<file path="src/rtl/gaussian_kernel_norm_if.sv">
// Request/result bundle between a kernel-build requester (master) and
// gaussian_kernel_norm (slave).
interface gaussian_kernel_norm_if #(
    parameter int MAX_KERNEL = 7,
    parameter int IN_W       = 8,
    parameter int COEF_W     = 8
);
    localparam int MAX_R = (MAX_KERNEL - 1) / 2;
    localparam int KS_W  = $clog2(MAX_KERNEL + 1);
    localparam int S_W   = 2 * (IN_W + $clog2(MAX_KERNEL));

    logic                                    start;
    logic                                    abort;
    logic [KS_W-1:0]                         kernel_size;
    logic [(MAX_R+1)*IN_W-1:0]               raw_w;
    logic [MAX_KERNEL*MAX_KERNEL*COEF_W-1:0] kernel;
    logic [S_W-1:0]                          sum_out;
    logic                                    busy;
    logic                                    done;
    logic                                    err;

    modport master (
        output start, abort, kernel_size, raw_w,
        input  kernel, sum_out, busy, done, err
    );

    modport slave (
        input  start, abort, kernel_size, raw_w,
        output kernel, sum_out, busy, done, err
    );
endinterface

</file>
<file path="src/rtl/gaussian_kernel_norm.sv">
// Separable 2-D Gaussian kernel builder: computes one quadrant of the outer
// product, normalises each entry with a restoring divider and mirrors it.
module gaussian_kernel_norm #(
    parameter int MAX_KERNEL = 7,
    parameter int IN_W       = 8,
    parameter int COEF_W     = 8,
    parameter int FRAC       = 8,
    parameter int ROUND      = 0
) (
    input  logic                  clk,
    input  logic                  n_rst,
    gaussian_kernel_norm_if.slave bus
);
    localparam int MAX_R  = (MAX_KERNEL - 1) / 2;
    localparam int KS_W   = $clog2(MAX_KERNEL + 1);
    localparam int RW     = (MAX_R > 0) ? $clog2(MAX_R + 1) : 1;
    localparam int ACC_W  = IN_W + $clog2(MAX_KERNEL);
    localparam int S_W    = 2 * ACC_W;
    localparam int NUM_W  = 2 * IN_W + FRAC + 1;
    localparam int NK     = MAX_KERNEL * MAX_KERNEL;
    localparam int IDX_W  = $clog2(NK);
    localparam int CW_W   = $clog2(COEF_W + 1);
    localparam int WIDE_W = NUM_W + S_W;
    localparam logic [COEF_W-1:0] COEF_MAX = '1;

    typedef enum logic [2:0] {
        ST_IDLE, ST_CHECK, ST_SUM, ST_SQUARE, ST_MUL, ST_DIV, ST_WR, ST_FIN
    } state_t;

    state_t               state_q, state_d;
    logic [KS_W-1:0]      n_q, n_d;
    logic [RW-1:0]        r_q, r_d, d_q, d_d, i_q, i_d, j_q, j_d;
    logic [IN_W-1:0]      raw_q [MAX_R+1];
    logic [IN_W-1:0]      raw_d [MAX_R+1];
    logic [ACC_W-1:0]     acc_q, acc_d;
    logic [S_W-1:0]       s_q, s_d, rem_q, rem_d;
    logic [COEF_W:0]      numlo_q, numlo_d, quo_q, quo_d;
    logic [CW_W-1:0]      cnt_q, cnt_d;
    logic                 sat_q, sat_d, err_q, err_d, aborted_q, aborted_d;
    logic                 busy_q, busy_d, done_q, done_d;
    logic [COEF_W-1:0]    work_q [NK];
    logic [COEF_W-1:0]    work_d [NK];
    logic [COEF_W-1:0]    kernel_q [NK];
    logic [COEF_W-1:0]    kernel_d [NK];
    logic [S_W-1:0]       sum_q, sum_d;

    logic [2*IN_W-1:0]    p;
    logic [NUM_W-1:0]     num;
    logic [S_W:0]         trial;
    logic [COEF_W-1:0]    q_wr;

    always_comb begin
        int rp;
        rp        = int'(r_q);
        state_d   = state_q;
        n_d       = n_q;
        r_d       = r_q;
        d_d       = d_q;
        i_d       = i_q;
        j_d       = j_q;
        raw_d     = raw_q;
        acc_d     = acc_q;
        s_d       = s_q;
        rem_d     = rem_q;
        numlo_d   = numlo_q;
        quo_d     = quo_q;
        cnt_d     = cnt_q;
        sat_d     = sat_q;
        err_d     = err_q;
        aborted_d = aborted_q;
        work_d    = work_q;
        kernel_d  = kernel_q;
        sum_d     = sum_q;
        done_d    = 1'b0;
        p         = '0;
        num       = '0;
        trial     = '0;
        q_wr      = '0;

        case (state_q)
            ST_IDLE: begin
                if (bus.start) begin
                    n_d       = bus.kernel_size;
                    for (int k = 0; k <= MAX_R; k++) raw_d[k] = bus.raw_w[k*IN_W +: IN_W];
                    r_d       = RW'((bus.kernel_size - KS_W'(1)) >> 1);
                    err_d     = 1'b0;
                    aborted_d = 1'b0;
                    state_d   = ST_CHECK;
                end
            end
            ST_CHECK: begin
                if (!n_q[0] || int'(n_q) > MAX_KERNEL) begin
                    err_d   = 1'b1;
                    state_d = ST_FIN;
                end else begin
                    for (int k = 0; k < NK; k++) work_d[k] = '0;
                    acc_d   = '0;
                    d_d     = '0;
                    state_d = ST_SUM;
                end
            end
            ST_SUM: begin
                // Off-centre weights appear on both sides of the centre.
                acc_d = acc_q + ((d_q == '0) ? ACC_W'(raw_q[d_q]) : (ACC_W'(raw_q[d_q]) << 1));
                d_d   = d_q + 1'b1;
                if (d_q == r_q) state_d = ST_SQUARE;
            end
            ST_SQUARE: begin
                s_d = S_W'(acc_q) * S_W'(acc_q);
                if (s_d == '0) begin
                    err_d   = 1'b1;
                    state_d = ST_FIN;
                end else begin
                    i_d     = '0;
                    j_d     = '0;
                    state_d = ST_MUL;
                end
            end
            ST_MUL: begin
                p = (2*IN_W)'(raw_q[i_q]) * (2*IN_W)'(raw_q[j_q]);
                num = (NUM_W'(p) << FRAC) + ((ROUND != 0) ? NUM_W'(s_q >> 1) : NUM_W'(0));
                // High part >= S means the quotient cannot fit COEF_W+1 bits.
                sat_d   = WIDE_W'(num >> (COEF_W + 1)) >= WIDE_W'(s_q);
                rem_d   = S_W'(num >> (COEF_W + 1));
                numlo_d = num[COEF_W:0];
                quo_d   = '0;
                cnt_d   = CW_W'(COEF_W);
                state_d = ST_DIV;
            end
            ST_DIV: begin
                trial   = {rem_q, numlo_q[COEF_W]};
                numlo_d = numlo_q << 1;
                if (trial >= {1'b0, s_q}) begin
                    rem_d = S_W'(trial - {1'b0, s_q});
                    quo_d = {quo_q[COEF_W-1:0], 1'b1};
                end else begin
                    rem_d = trial[S_W-1:0];
                    quo_d = {quo_q[COEF_W-1:0], 1'b0};
                end
                if (cnt_q == '0) state_d = ST_WR;
                else cnt_d = cnt_q - 1'b1;
            end
            ST_WR: begin
                q_wr = (sat_q || quo_q[COEF_W]) ? COEF_MAX : quo_q[COEF_W-1:0];
                work_d[IDX_W'((rp + int'(i_q)) * MAX_KERNEL + rp + int'(j_q))] = q_wr;
                work_d[IDX_W'((rp + int'(i_q)) * MAX_KERNEL + rp - int'(j_q))] = q_wr;
                work_d[IDX_W'((rp - int'(i_q)) * MAX_KERNEL + rp + int'(j_q))] = q_wr;
                work_d[IDX_W'((rp - int'(i_q)) * MAX_KERNEL + rp - int'(j_q))] = q_wr;
                if (j_q == r_q) begin
                    j_d = '0;
                    if (i_q == r_q) begin
                        state_d = ST_FIN;
                    end else begin
                        i_d     = i_q + 1'b1;
                        state_d = ST_MUL;
                    end
                end else begin
                    j_d     = j_q + 1'b1;
                    state_d = ST_MUL;
                end
            end
            ST_FIN: begin
                done_d = 1'b1;
                if (!err_q && !aborted_q && !bus.abort) begin
                    kernel_d = work_q;
                    sum_d    = s_q;
                end
                state_d = ST_IDLE;
            end
            default: state_d = ST_IDLE;
        endcase

        if (bus.abort && state_q != ST_IDLE && state_q != ST_FIN) begin
            state_d   = ST_FIN;
            aborted_d = 1'b1;
            err_d     = err_q;
        end

        busy_d = (state_d != ST_IDLE);
    end

    always_ff @(posedge clk or negedge n_rst) begin
        if (!n_rst) begin
            state_q   <= ST_IDLE;
            n_q       <= '0;
            r_q       <= '0;
            d_q       <= '0;
            i_q       <= '0;
            j_q       <= '0;
            for (int k = 0; k <= MAX_R; k++) raw_q[k] <= '0;
            acc_q     <= '0;
            s_q       <= '0;
            rem_q     <= '0;
            numlo_q   <= '0;
            quo_q     <= '0;
            cnt_q     <= '0;
            sat_q     <= 1'b0;
            err_q     <= 1'b0;
            aborted_q <= 1'b0;
            busy_q    <= 1'b0;
            done_q    <= 1'b0;
            for (int k = 0; k < NK; k++) begin
                work_q[k]   <= '0;
                kernel_q[k] <= '0;
            end
            sum_q     <= '0;
        end else begin
            state_q   <= state_d;
            n_q       <= n_d;
            r_q       <= r_d;
            d_q       <= d_d;
            i_q       <= i_d;
            j_q       <= j_d;
            raw_q     <= raw_d;
            acc_q     <= acc_d;
            s_q       <= s_d;
            rem_q     <= rem_d;
            numlo_q   <= numlo_d;
            quo_q     <= quo_d;
            cnt_q     <= cnt_d;
            sat_q     <= sat_d;
            err_q     <= err_d;
            aborted_q <= aborted_d;
            busy_q    <= busy_d;
            done_q    <= done_d;
            work_q    <= work_d;
            kernel_q  <= kernel_d;
            sum_q     <= sum_d;
        end
    end

    for (genvar g = 0; g < NK; g++) begin : g_kernel_out
        assign bus.kernel[g*COEF_W +: COEF_W] = kernel_q[g];
    end

    assign bus.sum_out = sum_q;
    assign bus.busy    = busy_q;
    assign bus.done    = done_q;
    assign bus.err     = err_q;
endmodule
</file>
<file path="src/flat_wrapper.sv">
// flat-port wrapper written by rule: the top's interface ports become plain ports
module gaussian_kernel_norm_flat 
#(
    parameter int MAX_KERNEL = 7,
    parameter int IN_W       = 8,
    parameter int COEF_W     = 8,
    parameter int FRAC       = 8,
    parameter int ROUND      = 0
)
  (clk, n_rst, bus_start, bus_abort, bus_kernel_size, bus_raw_w, bus_kernel, bus_sum_out, bus_busy, bus_done, bus_err);
  gaussian_kernel_norm_if #(.MAX_KERNEL(MAX_KERNEL), .IN_W(IN_W), .COEF_W(COEF_W)) bus_i ();
  input  logic clk;
  input  logic n_rst;
  input wire logic [$bits(bus_i.start)-1:0] bus_start;
  input wire logic [$bits(bus_i.abort)-1:0] bus_abort;
  input wire logic [$bits(bus_i.kernel_size)-1:0] bus_kernel_size;
  input wire logic [$bits(bus_i.raw_w)-1:0] bus_raw_w;
  output wire logic [$bits(bus_i.kernel)-1:0] bus_kernel;
  output wire logic [$bits(bus_i.sum_out)-1:0] bus_sum_out;
  output wire logic [$bits(bus_i.busy)-1:0] bus_busy;
  output wire logic [$bits(bus_i.done)-1:0] bus_done;
  output wire logic [$bits(bus_i.err)-1:0] bus_err;
  assign bus_i.start = bus_start;
  assign bus_i.abort = bus_abort;
  assign bus_i.kernel_size = bus_kernel_size;
  assign bus_i.raw_w = bus_raw_w;
  assign bus_kernel = bus_i.kernel;
  assign bus_sum_out = bus_i.sum_out;
  assign bus_busy = bus_i.busy;
  assign bus_done = bus_i.done;
  assign bus_err = bus_i.err;
  gaussian_kernel_norm #(.MAX_KERNEL(MAX_KERNEL), .IN_W(IN_W), .COEF_W(COEF_W), .FRAC(FRAC), .ROUND(ROUND)) u_core (.clk(clk), .n_rst(n_rst), .bus(bus_i));
endmodule
</file>
<file path="config.mk">
export PLATFORM = sky130hd
export DESIGN_NAME = gaussian_kernel_norm_flat
export DESIGN_NICKNAME = d
export VERILOG_FILES = /design/src/rtl/gaussian_kernel_norm_if.sv /design/src/rtl/gaussian_kernel_norm.sv /design/src/flat_wrapper.sv
export SDC_FILE = /design/constraint.sdc
export NUM_CORES = 2
export LEC_CHECK = 0
export CAP_MARGIN = 10
export CORE_ASPECT_RATIO = 0.6
export CORE_MARGIN = 2
export CORE_UTILIZATION = 30
export DETAILED_ROUTE_END_ITERATION = 8
export PLACE_DENSITY = 0.5
export REMOVE_ABC_BUFFERS = 1
export SYNTH_ARGS = -nofsm -noshare
export SYNTH_HDL_FRONTEND = slang
export SYNTH_SLANG_ARGS = --single-unit
</file>
<file path="constraint.sdc">
create_clock -name clk -period 7.97 [get_ports clk]
set_input_delay 2.391 -clock clk [delete_from_list [all_inputs] [get_ports clk]]
set_output_delay 2.391 -clock clk [all_outputs]
set_load 0.02 [all_outputs]
</file>
=== Word level (Yosys, flattened, before mapping) ===
Cells that the tools add are included.

* Logic and storage cells: 271
* Input bits: 39
* Bits in registers: 932

* Magnitude comparators: 13
* Reductions and logical operators: 34
* Add/subtract/negate cells: 15
* Muxes and demuxes: 58
* Multiply operators: 4
* Bitwise gates (word level): 8
* Eq/ne operators: 19

{| class="wikitable"
|+ Operators with widths
! operator !! count
|-
| bitwise mux 392 bit || 4
|-
| one-hot mux 392 bit (2 select lines) || 1
|-
| two-way mux 392 bit || 1
|-
| demux 8 bit (select 6 bit) || 4
|-
| two-way mux 8 bit || 11
|-
| multiplier 32 x 4 -> 6 bit, second input constant || 2
|-
| binary-select mux 8 bit (select 2 bit) || 3
|-
| one-hot mux 22 bit (2 select lines) || 1
|-
| one-hot mux 9 bit (2 select lines) || 2
|-
| >= comparator 6 x 7 -> 1 bit, second input constant || 4
|-
| adder 6 x 3 -> 6 bit || 4
|-
| < comparator 6 x 1 -> 1 bit, second input constant || 4
|-
| NOT 6 bit || 4
|-
| one-hot mux 3 bit (8 select lines) || 1
|-
| >= comparator 23 x 22 -> 1 bit || 1
|-
| >= comparator 15 x 22 -> 1 bit || 1
|-
| zero test 22 bit || 1
|-
| multiplier 11 x 11 -> 22 bit || 1
|-
| two-way mux 22 bit || 1
|-
| one-hot mux 11 bit (2 select lines) || 1
|-
| subtractor 22 bit || 1
|-
| multiplier 8 x 8 -> 16 bit || 1
|-
| two-way mux 2 bit || 8
|-
| two-way mux 3 bit || 5
|-
| other kinds (35) || 84
|}

=== Longest topological paths before layout ===
* Depth in word-level cells: 14
* Gate-level depth with buffers: 26
* Mapped depth without buffers: 25

=== Worst setup path before layout ===
OpenSTA, ideal clock, no wires.

* Path type: register -> register
* From: register u_core.j_q[0]
* To: register u_core.sat_q
* Stages on the path, launching flop included: 22
* Path slack: 1.859 ns
* Buffers on the path: 1
* Setup time: 0.126 ns
* Period minus slack after synthesis: 6.111 ns
* Data required time: 7.844 ns
* Data arrival time: 5.985 ns
* Cell sequence: dfrtp_1 > buf_1 > mux4_2 > nand2_1 > fa_1 > fa_1 > fa_1 > fa_1 > inv_1 > ha_1 > a21o_1 > a31o_2 > a21oi_1 > o21bai_1 > a21oi_1 > xnor2_1 > ha_1 > a21o_1 > a21o_1 > a221o_1 > a21oi_1 > o21ai_0

* Longest elaborated chain between the ends: 6

{| class="wikitable"
|+ Ends and longest elaborated chain
! item !! line !! RTL
|-
| from (decl) || gaussian_kernel_norm.sv:32 || <nowiki>logic [RW-1:0] r_q, r_d, d_q, d_d, i_q, i_d, j_q, j_d;</nowiki>
|-
| from (signal assigned) || gaussian_kernel_norm.sv:213 || <nowiki>j_q <= j_d;</nowiki>
|-
| NOT 2 -> 3 bit (implied by the code) || gaussian_kernel_norm.sv:120 || <nowiki>p = (2*IN_W)'(raw_q[i_q]) * (2*IN_W)'(raw_q[j_q]);</nowiki>
|-
| binary-select mux 8 bit (select 2 bit) || gaussian_kernel_norm.sv:120 ||
|-
| two-way mux 8 bit (implied by the code) (2 in a row) || gaussian_kernel_norm.sv:120 ||
|-
| multiplier 8 x 8 -> 16 bit || gaussian_kernel_norm.sv:120 ||
|-
| >= comparator 15 x 22 -> 1 bit || gaussian_kernel_norm.sv:123 || <nowiki>sat_d = WIDE_W'(num >> (COEF_W + 1)) >= WIDE_W'(s_q);</nowiki>
|-
| to (signal assigned) || gaussian_kernel_norm.sv:221 || <nowiki>sat_q <= sat_d;</nowiki>
|-
| to (decl) || gaussian_kernel_norm.sv:39 || <nowiki>logic sat_q, sat_d, err_q, err_d, aborted_q, aborted_d;</nowiki>
|}

No other way between the ends. The select of a mux whose other input is x is not followed.
A chain may end at the register's enable or synchronous reset.

=== Final worst setup path ===
* From: register u_core.acc_q[5]
* To: register u_core.i_q[1]

* Longest elaborated chain between the ends: 4

{| class="wikitable"
|+ Ends and longest elaborated chain
! item !! line !! RTL
|-
| from (decl) || gaussian_kernel_norm.sv:35 || <nowiki>logic [ACC_W-1:0] acc_q, acc_d;</nowiki>
|-
| from (signal assigned) || gaussian_kernel_norm.sv:191 || <nowiki>acc_q <= '0;</nowiki>
|-
| from (signal assigned) || gaussian_kernel_norm.sv:215 || <nowiki>acc_q <= acc_d;</nowiki>
|-
| multiplier 11 x 11 -> 22 bit || gaussian_kernel_norm.sv:109 || <nowiki>s_d = S_W'(acc_q) * S_W'(acc_q);</nowiki>
|-
| zero test 22 bit || gaussian_kernel_norm.sv:110 || <nowiki>if (s_d == '0) begin</nowiki>
|-
| != test 2 bit (no source line) || n/a ||
|-
| AND reduction 4 bit (no source line) || n/a ||
|-
| to (signal assigned) || gaussian_kernel_norm.sv:212 || <nowiki>i_q <= i_d;</nowiki>
|-
| to (decl) || gaussian_kernel_norm.sv:32 ||
|}

No other way between the ends.

==> flow_metrics.env <==
export IMPL_slew_headroom_pct=20.8
export IMPL_endpoint_of_the_worst_register_to_register_path="u_core.i_q[1]$_DFFE_PN0P_"
export IMPL_cts_sinks=922
export IMPL_worstSetupStartpointType="flip-flop"
export IMPL_r2r_start="u_core.acc_q[5]$_DFFE_PN0P_"
export IMPL_max_freq_mhz=149
export IMPL_antenna_violations_before_repair=2
export IMPL_setup_viol_count_final=0
export IMPL_hold_path_endpoint="u_core.quo_q[8]$_DFFE_PN0N_"
export IMPL_outcome="complete, no violations"
export IMPL_netlist_top_cells_area="dfrtp_1 (52%), mux2_2 (9.7%), fa_1 (4.8%), ha_1 (4.7%), a22o_1 (3.4%)"
export IMPL_worst_endpoint_arrival_ns=7.33
export IMPL_ys_seq_area_share_pct=51.8
export IMPL_hold_path_class="flip-flop to flip-flop"
export IMPL_synth_edf_count=0
export IMPL_critical_path_buf_inv_count=5
export IMPL_clock_latency_ns=0.74
export IMPL_worst_ep_required_time_ns=8.60
export IMPL_setup_repair_after_global_routing_missed_its_margin="false"
export IMPL_drt_wl_total_um=132000
export IMPL_synthesis_area_mm2=0.0445
export IMPL_viasPerCell=4.88
export IMPL_finalCritPeriodShare_pct=84.1
export IMPL_async_reset_ff_share_pct=100
export IMPL_first_pass_iters=5
export IMPL_synth_warning_count=0
export IMPL_setup_buffers_after_cts=0
export IMPL_floorplan_rows=109
export IMPL_dr_total_vias=30100
export IMPL_final_layout_size_suffix_gt1_share_pct=16.5
export IMPL_place_detailed_hpwl_um=95900
export IMPL_number_of_global_route_vias_before_repair=29900
export IMPL_global_route_wire_length_before_repair_um=199000
export IMPL_endpoint_kind="flip-flop"
export IMPL_instance_count_on_the_critical_path=21
export IMPL_clk_pin_slew_ns=0.07
export IMPL_synth_commonest_cells="dfrtp_1 (922), mux2_2 (385), nand2_1 (363)"
export IMPL_die_area_mm2=0.152
export IMPL_die_width_um=501
export IMPL_synth_largest_type_area_fraction_pct=51.8
export IMPL_floorplan_core_area_mm2=0.147
export IMPL_cts_resized=0
export IMPL_synthesis_instances=3721
export IMPL_yosys_register_bits=922
export IMPL_worstRegToRegCells=21
export IMPL_drv_slew=0
export IMPL_hold_path_startpoint="u_core.quo_q[8]$_DFFE_PN0N_"
export IMPL_crit_family="adder cells"
export IMPL_drt_iter0_drcs=2112
export IMPL_report_final_hold_viol_count=0
export IMPL_timing_critical_path_cells="nand2_1 > fa_1 > inv_1 > fa_1 > inv_1 > fa_1 > inv_1 > fa_1 > inv_1 > fa_1 > inv_1 > ha_1 > a2111oi_0 > o21ai_1 > a2111oi_0 > nor2_1 > xnor2_1 > a2111oi_0 > nand4_1 > nor2b_1 > a211oi_1"
export IMPL_crit_path_top_delay_cell="dfrtp_1"
export IMPL_synthesis_area_per_instance_um2=12.0
export IMPL_irDropWorstVdd_v=0.000411
export IMPL_cts_buffers_inserted=93
export IMPL_clock_tree_buffer_depth=3
export IMPL_pin_count_of_the_biggest_net_entering_global_routing=162
export IMPL_drt_antenna_violating_nets=0
export IMPL_rrSetupSlack_ns=1.27
export IMPL_gr_total_overflow=0
export IMPL_max_cap_violations=0
export IMPL_dieHeight_um=302
export IMPL_worst_slew_pin_transition_ns=1.19
export IMPL_antenna_diode_count=0
export IMPL_placed_cells_incl_taps=5991
export IMPL_post_drt_wl_per_cell_um=21.4
export IMPL_worst_hold_path_num_cells=2
export IMPL_h_tree_depth=3
export IMPL_totalNegativeSetupSlack_ns=0
export IMPL_finish_net_count=4457
export IMPL_track_usage_pct=17.3
export IMPL_port_buffer_count=454
export IMPL_timing_clock_skew_ns=0.0723
export IMPL_synth_lib_cells_used_distinct=102
export IMPL_cts_tree="yes"
export IMPL_power_leakage_nw=25.9
export IMPL_holdBufCountCts=0
export IMPL_floorplan_initialDensity_pct=30.2
export IMPL_layout_filler_cells=14300
export IMPL_timing_final_crit_period_ns=6.70
export IMPL_synth_most_common_cell="dfrtp_1"
export IMPL_yosysTopAreaCell="dfrtp_1"
export IMPL_cp_max_stage_delay_ns=0.67
export IMPL_syn_to_final_growth_pct=22.5
export IMPL_gp_congestion=0.868
export IMPL_worstSetupPathType="flip-flop to flip-flop"
export IMPL_cts_root_buf="clkbuf_16"
export IMPL_drc_errors=0
export IMPL_power_density_mw_per_mm2=454
export IMPL_synth_ff_type="dfrtp_1"
export IMPL_critical_path_peak_fanout=13
export IMPL_ioPinCount=456
export IMPL_layout_cells_non_filler=6161
-- layout make-up --
type / instances / area, um2 / area share [%]
Sequential cell: 922 / 23100 / 42.3
Multi-Input combinational cell: 2379 / 19900 / 36.4
Timing Repair Buffer: 505 / 5010 / 9.18
Clock buffer: 133 / 2710 / 4.96
Tap cell: 1942 / 2430 / 4.46
Inverter: 243 / 912 / 1.67
Clock inverter: 37 / 533 / 0.977
-- tightest hold or removal path: cells and delay by family, from the launching register on --
family	cells	cell delay (ns)
AND/OR/NAND/NOR	2	0.10
flip-flops	1	0.34
-- per-stage QoR --
step | power, mW | setup WS [ns] | instance area, um2 | utilization [%] | hold WS [ns]
3_5_place_dp | 20.1 | 1.22 | 51300 | 34.8 | 0.455
5_1_grt | 26.7 | 0.668 | 54500 | 37.0 | 0.493
6_report | 24.8 | 1.27 | 54500 | 37.0 | 0.469
2_1_floorplan | 15.4 | -4.68 | 43800 | - | 0.431
4_1_cts | 24.9 | 1.26 | 54500 | 37.0 | 0.470
3_3_place_gp | 20.0 | 1.35 | 51300 | 34.8 | 0.455
-- placed cells by master (no fill, tap or decap), drive strengths merged, types with 64 or more instances in the layout --
| cell type | Yosys | final |
|---|---|---|
| a21oi | 95 | 95 |
| a22o | 172 | 172 |
| and2 | 213 | 213 |
| clkbuf | 144 | 133 |
| clkdlybuf4s50 | 0 | 453 |
| dfrtp | 922 | 922 |
| fa | 106 | 106 |
| ha | 168 | 168 |
| inv | 243 | 247 |
| mux2 | 385 | 385 |
| nand2 | 363 | 363 |
| nor2 | 126 | 126 |
| o21ai | 147 | 147 |
| o2bb2ai | 64 | 64 |
-- flip-flops by register name, summed over array words and instances (netlist names), 3 cells and up --
signal / count
u_core.acc_q: 11
u_core.bus.kernel: 392
u_core.bus.sum_out: 21
u_core.cnt_q: 4
u_core.quo_q: 9
u_core.raw_q: 32
u_core.rem_q: 22
u_core.s_q: 21
u_core.state_q: 3
u_core.work_q: 392
-- layer usage --
metal / part of all wire [%] / vias up / track usage (%)
li1: - / 13900 / -
met1: 52 / 15300 / 27.8
met2: 40 / 758 / 23.4
met3: 6.1 / 114 / 3.97
met4: 1.3 / 2 / 2.80
met5: 0.012 / - / 0
-- worst max path at each step --
stage                                        to                        start
6_report              u_core.i_q[1]$_DFFE_PN0P_  u_core.acc_q[5]$_DFFE_PN0P_
5_1_grt               u_core.j_q[1]$_DFFE_PN0P_  u_core.acc_q[5]$_DFFE_PN0P_
4_1_cts               u_core.i_q[1]$_DFFE_PN0P_  u_core.acc_q[5]$_DFFE_PN0P_
3_5_place_dp          u_core.i_q[1]$_DFFE_PN0P_  u_core.acc_q[5]$_DFFE_PN0P_
3_3_place_gp          u_core.i_q[1]$_DFFE_PN0P_  u_core.acc_q[5]$_DFFE_PN0P_
2_1_floorplan  u_core.bus.kernel[0]$_DFFE_PN0P_                    bus_abort
-- where the power goes --
part / total, mW / internal, mW / switching (mW)
registers: 6.29 / 5.51 / 0.786
clock network: 4.67 / 2.65 / 2.02
logic: 13.8 / 4.99 / 8.84
total: 24.8 / 13.1 / 11.6
-- cells by family (layout without fill, tap and decap cells) --
kind of cell	count (synthesis)	count (layout)	synth area share, %
flip-flops	922	922	51.8
AND/OR/NAND/NOR	859	859	9.23
AO/OA/AOI/OAI	746	746	12.9
multiplexers	424	424	11.3
buffers and inverters	420	918	3.65
adder cells (fa/ha/maj)	274	274	9.49
XOR/XNOR	75	75	1.55
other	1	1	0.00843
Note: power is estimated with default switching activity, not from simulation.
